[config.mk]
export PLATFORM = sky130hd
export DESIGN_NAME = radio_bridge_mc
export DESIGN_NICKNAME = d
export VERILOG_FILES = /design/src/rtl/radio_bridge_mc.sv
export SDC_FILE = /design/constraint.sdc
export NUM_CORES = 1
export LEC_CHECK = 0
export ABC_AREA = 1
export BUFFER_PORTS_ARGS = -buffer_cell sky130_fd_sc_hd__buf_2
export CAP_MARGIN = 10
export CORE_AREA = 2 2 132 134
export CTS_CLUSTER_DIAMETER = 30
export CTS_CLUSTER_SIZE = 25
export DETAILED_ROUTE_END_ITERATION = 7
export DIE_AREA = 0 0 134 136
export SYNTH_ARGS = -nofsm -noshare
export SYNTH_HDL_FRONTEND = slang
export SYNTH_SLANG_ARGS = --single-unit
[constraint.sdc]
create_clock -name converter_clock_in -period 2.2 [get_ports converter_clock_in]
set_input_delay 0.33 -clock converter_clock_in [delete_from_list [all_inputs] [get_ports converter_clock_in]]
set_output_delay 0.33 -clock converter_clock_in [all_outputs]
set_load 0.1 [all_outputs]
[src/rtl/radio_bridge_mc.sv]
// Multi-channel radio bridge: per-channel Tx/Rx sequencing through a guard interval,
// DAC gating, ADC pipelining and a shared RSSI ADC clock with capture strobe.
module radio_bridge_mc #(
    parameter int NUM_RADIOS   = 2,
    parameter int DAC_WIDTH    = 16,
    parameter int ADC_WIDTH    = 14,
    parameter int RSSI_WIDTH   = 10,
    parameter int PIPE_DEPTH   = 1,
    parameter int GUARD_CYCLES = 8,
    parameter int RSSI_DIV     = 4
) (
    input  logic                             converter_clock_in,
    input  logic                             reset,
    input  logic [NUM_RADIOS-1:0]            controller_TxEn,
    input  logic [NUM_RADIOS-1:0]            controller_RxEn,
    input  logic [6*NUM_RADIOS-1:0]          user_Tx_gain,
    input  logic [2*NUM_RADIOS-1:0]          user_RxRF_gain,
    input  logic [5*NUM_RADIOS-1:0]          user_RxBB_gain,
    input  logic [NUM_RADIOS*DAC_WIDTH-1:0]  user_DAC_I,
    input  logic [NUM_RADIOS*DAC_WIDTH-1:0]  user_DAC_Q,
    input  logic [NUM_RADIOS*ADC_WIDTH-1:0]  radio_ADC_I,
    input  logic [NUM_RADIOS*ADC_WIDTH-1:0]  radio_ADC_Q,
    input  logic [NUM_RADIOS*RSSI_WIDTH-1:0] radio_RSSI_ADC_D,
    output logic [NUM_RADIOS-1:0]            radio_TxEn,
    output logic [NUM_RADIOS-1:0]            radio_RxEn,
    output logic [7*NUM_RADIOS-1:0]          radio_B,
    output logic [NUM_RADIOS*DAC_WIDTH-1:0]  radio_DAC_I,
    output logic [NUM_RADIOS*DAC_WIDTH-1:0]  radio_DAC_Q,
    output logic [NUM_RADIOS*ADC_WIDTH-1:0]  user_ADC_I,
    output logic [NUM_RADIOS*ADC_WIDTH-1:0]  user_ADC_Q,
    output logic [NUM_RADIOS-1:0]            radio_RSSI_ADC_clk,
    output logic [NUM_RADIOS*RSSI_WIDTH-1:0] user_RSSI_ADC_D,
    output logic [NUM_RADIOS-1:0]            user_RSSI_valid,
    output logic [2*NUM_RADIOS-1:0]          user_radio_state
);
    localparam int GW = $clog2(GUARD_CYCLES + 1);
    localparam int RW = $clog2(RSSI_DIV);
    localparam logic [GW-1:0] GUARD_INIT = GW'(GUARD_CYCLES - 1);
    localparam logic [RW-1:0] RSSI_HALF  = RW'(RSSI_DIV / 2);
    localparam logic [RW-1:0] RSSI_LAST  = RW'(RSSI_DIV - 1);

    localparam logic [1:0] ST_OFF   = 2'b00;
    localparam logic [1:0] ST_GUARD = 2'b01;
    localparam logic [1:0] ST_RX    = 2'b10;
    localparam logic [1:0] ST_TX    = 2'b11;

    localparam int AW = NUM_RADIOS * ADC_WIDTH;

    logic [NUM_RADIOS-1:0][1:0]        req;
    logic [NUM_RADIOS-1:0][1:0]        state_q, state_d;
    logic [NUM_RADIOS-1:0][GW-1:0]     gcnt_q, gcnt_d;
    logic [NUM_RADIOS-1:0]             txen_q, txen_d, rxen_q, rxen_d;
    logic [7*NUM_RADIOS-1:0]           radio_b_q, radio_b_d;
    logic [NUM_RADIOS*DAC_WIDTH-1:0]   dac_i_q, dac_i_d, dac_q_q, dac_q_d;
    logic [PIPE_DEPTH-1:0][AW-1:0]     adc_i_q, adc_i_d, adc_q_q, adc_q_d;
    logic [RW-1:0]                     rssi_cnt_q, rssi_cnt_d;
    logic                              rssi_clk_q, rssi_clk_d;
    logic                              rssi_valid_q, rssi_valid_d;
    logic [NUM_RADIOS*RSSI_WIDTH-1:0]  rssi_d_q, rssi_d_d;

    // Both enables high is illegal and maps to OFF.
    always_comb begin
        req = '0;
        for (int k = 0; k < NUM_RADIOS; k++) begin
            if (controller_TxEn[k] && !controller_RxEn[k])
                req[k] = ST_TX;
            else if (controller_RxEn[k] && !controller_TxEn[k])
                req[k] = ST_RX;
            else
                req[k] = ST_OFF;
        end
    end

    always_comb begin
        state_d   = state_q;
        gcnt_d    = gcnt_q;
        txen_d    = '0;
        rxen_d    = '0;
        radio_b_d = '0;
        dac_i_d   = '0;
        dac_q_d   = '0;
        for (int k = 0; k < NUM_RADIOS; k++) begin
            case (state_q[k])
                ST_OFF: begin
                    if (req[k] != ST_OFF) begin
                        state_d[k] = ST_GUARD;
                        gcnt_d[k]  = GUARD_INIT;
                    end
                end
                ST_GUARD: begin
                    if (gcnt_q[k] != '0)
                        gcnt_d[k] = gcnt_q[k] - 1'b1;
                    else
                        state_d[k] = req[k];
                end
                default: begin
                    if (req[k] == ST_OFF) begin
                        state_d[k] = ST_OFF;
                    end else if (req[k] != state_q[k]) begin
                        state_d[k] = ST_GUARD;
                        gcnt_d[k]  = GUARD_INIT;
                    end
                end
            endcase
            // Outputs follow the state being entered so they change with it.
            rxen_d[k] = (state_d[k] == ST_RX);
            txen_d[k] = (state_d[k] == ST_TX);
            if (state_d[k] == ST_RX)
                radio_b_d[k*7 +: 7] = {user_RxRF_gain[k*2 +: 2], user_RxBB_gain[k*5 +: 5]};
            else if (state_d[k] == ST_TX)
                radio_b_d[k*7 +: 7] = {1'b0, user_Tx_gain[k*6 +: 6]};
            if (state_d[k] == ST_TX) begin
                dac_i_d[k*DAC_WIDTH +: DAC_WIDTH] = user_DAC_I[k*DAC_WIDTH +: DAC_WIDTH];
                dac_q_d[k*DAC_WIDTH +: DAC_WIDTH] = user_DAC_Q[k*DAC_WIDTH +: DAC_WIDTH];
            end
        end
    end

    always_comb begin
        adc_i_d    = adc_i_q;
        adc_q_d    = adc_q_q;
        adc_i_d[0] = radio_ADC_I;
        adc_q_d[0] = radio_ADC_Q;
        for (int s = 1; s < PIPE_DEPTH; s++) begin
            adc_i_d[s] = adc_i_q[s-1];
            adc_q_d[s] = adc_q_q[s-1];
        end
    end

    // One shared counter keeps every channel's RSSI clock phase-aligned.
    always_comb begin
        rssi_clk_d   = (rssi_cnt_q < RSSI_HALF);
        rssi_cnt_d   = (rssi_cnt_q == RSSI_LAST) ? '0 : rssi_cnt_q + 1'b1;
        rssi_valid_d = (rssi_cnt_q == RSSI_HALF);
        rssi_d_d     = rssi_valid_d ? radio_RSSI_ADC_D : rssi_d_q;
    end

    always_ff @(posedge converter_clock_in) begin
        if (reset) begin
            state_q      <= '0;
            gcnt_q       <= '0;
            txen_q       <= '0;
            rxen_q       <= '0;
            radio_b_q    <= '0;
            dac_i_q      <= '0;
            dac_q_q      <= '0;
            adc_i_q      <= '0;
            adc_q_q      <= '0;
            rssi_cnt_q   <= '0;
            rssi_clk_q   <= 1'b0;
            rssi_valid_q <= 1'b0;
            rssi_d_q     <= '0;
        end else begin
            state_q      <= state_d;
            gcnt_q       <= gcnt_d;
            txen_q       <= txen_d;
            rxen_q       <= rxen_d;
            radio_b_q    <= radio_b_d;
            dac_i_q      <= dac_i_d;
            dac_q_q      <= dac_q_d;
            adc_i_q      <= adc_i_d;
            adc_q_q      <= adc_q_d;
            rssi_cnt_q   <= rssi_cnt_d;
            rssi_clk_q   <= rssi_clk_d;
            rssi_valid_q <= rssi_valid_d;
            rssi_d_q     <= rssi_d_d;
        end
    end

    assign radio_TxEn         = txen_q;
    assign radio_RxEn         = rxen_q;
    assign radio_B            = radio_b_q;
    assign radio_DAC_I        = dac_i_q;
    assign radio_DAC_Q        = dac_q_q;
    assign user_ADC_I         = adc_i_q[PIPE_DEPTH-1];
    assign user_ADC_Q         = adc_q_q[PIPE_DEPTH-1];
    assign radio_RSSI_ADC_clk = {NUM_RADIOS{rssi_clk_q}};
    assign user_RSSI_valid    = {NUM_RADIOS{rssi_valid_q}};
    assign user_RSSI_ADC_D    = rssi_d_q;
    assign user_radio_state   = state_q;

endmodule

==> flow_summary.json <==
{
  "min_to": "radio_B[8]$_SDFF_PP0_",
  "critPathMaxStageDelay_ns": 0.31,
  "peakVddDrop_v": 0.000530,
  "gr-usage-all-layers_pct": 15.4,
  "clock_sinks": 174,
  "clkLatencyLatePin_ns": 0.42,
  "syn_avg_cell_area_um2": 8.54,
  "rrSetupSlack_ns": 0.52,
  "post_cts_buffers": 0,
  "setup_viol": 0,
  "grt_first_pass_wirelength_um": 21800,
  "num-fill-cells": 1689,
  "chipHeight_um": 136,
  "io_buffers": 337,
  "syn2layout_area_growth_pct": 44.2,
  "yosys.cell_types.count": 23,
  "maxCapViolations": 0,
  "fin_worst_skew_ns": 0.00948,
  "htreeDepth": 4,
  "synth_top_area_share_pct": 61.4,
  "status": "finished, final reports clean",
  "first_global_vias": 4509,
  "netlist_instances": 664,
  "num_vias": 4917,
  "min-delay-start": "user_Tx_gain[7]",
  "setup_ws_ns": 0.522,
  "fmax_mhz": 596,
  "start_util_pct": 33.6,
  "p_comb_share_pct": 21.0,
  "hold_class": "primary input to flip-flop",
  "ff2ff_path_depth": 10,
  "fin_crit_sh_pct": 76.3,
  "clock_tree.buffer_depth": 2,
  "ant_nets": 0,
  "crit_type": "flip-flop to flip-flop",
  "synth_nets": 844,
  "reg2reg_to": "radio_DAC_Q[16]$_SDFF_PP0_",
  "grt_overflow_total": 0,
  "ys_ff_latch": 174,
  "cp-end-kind": "flip-flop",
  "p_int_uw": 5530,
  "netSwitchingFraction_pct": 33.6,
  "rr_startpoint": "gcnt_q[4]$_SDFFE_PP0P_",
  "critPathRequiredTime_ns": 2.51,
  "netlist_area_um2": 5670,
  "worst-path-max-fanout": 27,
  "cts_tree": "yes",
  "dp_hpwl_um": 10900,
  "min_period_ns": 1.68,
  "synthTopCellsByArea": "dfxtp_1 61%, nor2_1 9.9%, inv_1 9.7%",
  "num_antenna_cells": 0,
  "start_kind": "flip-flop",
  "grt_setup_unrepaired": "false",
  "drcViolationCount": 0,
  "via_per_inst": 3.97,
  "ys_warn_count": 0,
  "hold-path-cell-count": 3,
  "dp_cells": 1207,
  "place_ws_ns": 0.343,
  "arrival_ns": 1.99,
  "drv_slew": 0,
  "grt_antenna_before_repair": 1,
  "ys_seq_area_share_pct": 61.4,
  "cp_cell_sequence": "inv_1 > ha_1 > nand3_1 > nand2_1 > nand2_1 > inv_1 > nor2_8 > inv_2 > buf_12 > nor2_1",
  "grt_start_max_net_pins": 40,
  "synth_top_cell_by_area": "dfxtp_1",
  "cts_made_buffers": 17,
  "powerDensity_nw_per_um2": 1020,
  "leakagePower_uw": 0.00482,
  "globalplace.congestion": 0.800,
  "cpMaxStageDelayCell": "dfxtp_1",
  "worstMarginPinSlew_ns": 0.631,
  "clkPwrFrac_pct": 38.5,
  "root_buffer": "clkbuf_16",
  "ios": 338,
  "fin_cells": 1239,
  "clkTransAtPathRegs_ns": 0.07,
  "rows": 48,
  "tns_ns": 0,
  "max-slew-margin-rel_pct": 57.9,
  "finalNetCount": 1181,
  "core_area_um2": 16900,
  "drive_above_1_share_pct": 41.4,
  "finalHoldViolCount": 0,
  "power_switching_uw": 2800,
  "wirelength_um": 14400,
  "routedWlPerCell_um": 11.6,
  "die-area_um2": 18200,
  "cts_resized": 0,
  "first_iter_violations": 207,
  "die_w_um": 134,
  "first_pass_iters": 4,
  "p_seq_share_pct": 40.5,
  "postCtsHoldBufs": 0
}
==> cell usage in the layout, fill, tap and decap left out, types with 3 or more instances in the layout <==
cell type	n
buf_4	4
nand2_2	3
inv_8	3
nand3_1	18
nand2_1	62
dfxtp_1	174
nor2_1	149
a21oi_1	8
inv_6	3
bufinv_16	3
clkinv_4	4
inv_2	3
clkbuf_16	17
ha_1	8
o21ai_0	25
buf_2	337
nor2_2	31
inv_1	146
==> kinds of logic (layout without fill, tap and decap cells) <==
kind of cell,Yosys count,in the layout,synth area share (%)
compound gates,33,33,2.91
fa+ha+maj,8,8,1.77
buf+inv,174,524,12.6
flops,174,174,61.4
simple gates,275,275,21.3
==> synth_stat cells <==
library cell	number
nor3_1	2
buf_6	6
buf_1	2
dfxtp_1	174
clkbuf_1	12
nand2_1	62
nand3_2	1
nor2_4	2
nor3b_1	2
inv_2	3
nand2_2	3
o21ai_0	25
buf_4	4
nor2_8	1
inv_1	146
nand2_4	2
nor2_1	149
or2_2	2
nand3_1	18
ha_1	8
a21oi_1	8
clkinv_2	1
nor2_2	31
==> power groups by stage <==
stage          clock network [uW]  registers [uW]  logic [uW]
3_3_place_gp                    0            3450        1750
2_1_floorplan                   0            4390         442
6_report                     3200            3380        1750
5_1_grt                      3430            3390        1860
4_1_cts                      3290            3380        1760
3_5_place_dp                    0            3450        1760
==> cell type report <==
type                    instances  area (um^2)  share of cell area (%)
clock inverters                14          201                    2.46
flip-flops and latches        174         3480                    42.6
repair buffers                342         1740                    21.2
multi-input cells             316         1470                    18.0
well taps                     225          282                    3.44
clock buffers                  18          439                    5.37
inverters                     150          564                    6.90
==> worst max-delay path, delay by kind of cell (launching register included) <==
family        cells  cell delay, ns
buf+inv           4            0.66
flops             1            0.31
fa+ha+maj         1            0.22
simple gates      5            0.35
==> per-stage QoR <==
stage	power [uW]	hold WS (ns)	utilization, %	area [um^2]
2_1_floorplan	4830	0.420	-	5670
3_3_place_gp	5200	0.439	44.7	7540
3_5_place_dp	5210	0.448	44.7	7540
4_1_cts	8430	0.0753	48.5	8180
5_1_grt	8680	0.0748	48.5	8180
6_report	8330	0.0961	48.5	8180
==> sequential cells by signal, indices dropped and copies added (netlist names) <==
register,count
radio_DAC_I,32
radio_DAC_Q,32
user_ADC_I,28
user_ADC_Q,28
user_RSSI_ADC_D,20
radio_B,14
gcnt_q,8
user_radio_state,4
radio_RxEn,2
radio_TxEn,2
rssi_cnt_q,2
rssi_clk_q,1
rssi_valid_q,1
==> metal layers <==
layer  vias to the layer above  GRT usage (%)  part of all wire, %
met3                        22           5.56                  7.5
met5                         -              0                0.049
met2                       179           26.4                   51
met1                      2139           17.1                   39
met4                         2           7.33                  2.1
li1                       2575              -                    -
==> worst max path at each step <==
stage                                         startpoint                    endpoint  slack (ns)  cells past startpoint
after CTS                         gcnt_q[4]$_SDFFE_PP0P_  radio_DAC_Q[16]$_SDFF_PP0_        0.51                     10
after detailed placement              controller_TxEn[1]  radio_DAC_Q[28]$_SDFF_PP0_        0.34                     10
after global routing              gcnt_q[4]$_SDFFE_PP0P_  radio_DAC_Q[16]$_SDFF_PP0_        0.38                     10
final                             gcnt_q[4]$_SDFFE_PP0P_  radio_DAC_Q[16]$_SDFF_PP0_        0.52                     10
after floorplan           user_radio_state[2]$_SDFF_PP0_  radio_DAC_I[16]$_SDFF_PP0_        0.15                     10
after global placement                controller_TxEn[1]  radio_DAC_Q[16]$_SDFF_PP0_        0.40                     10
No activity file was read; power rests on OpenSTA's default activity.
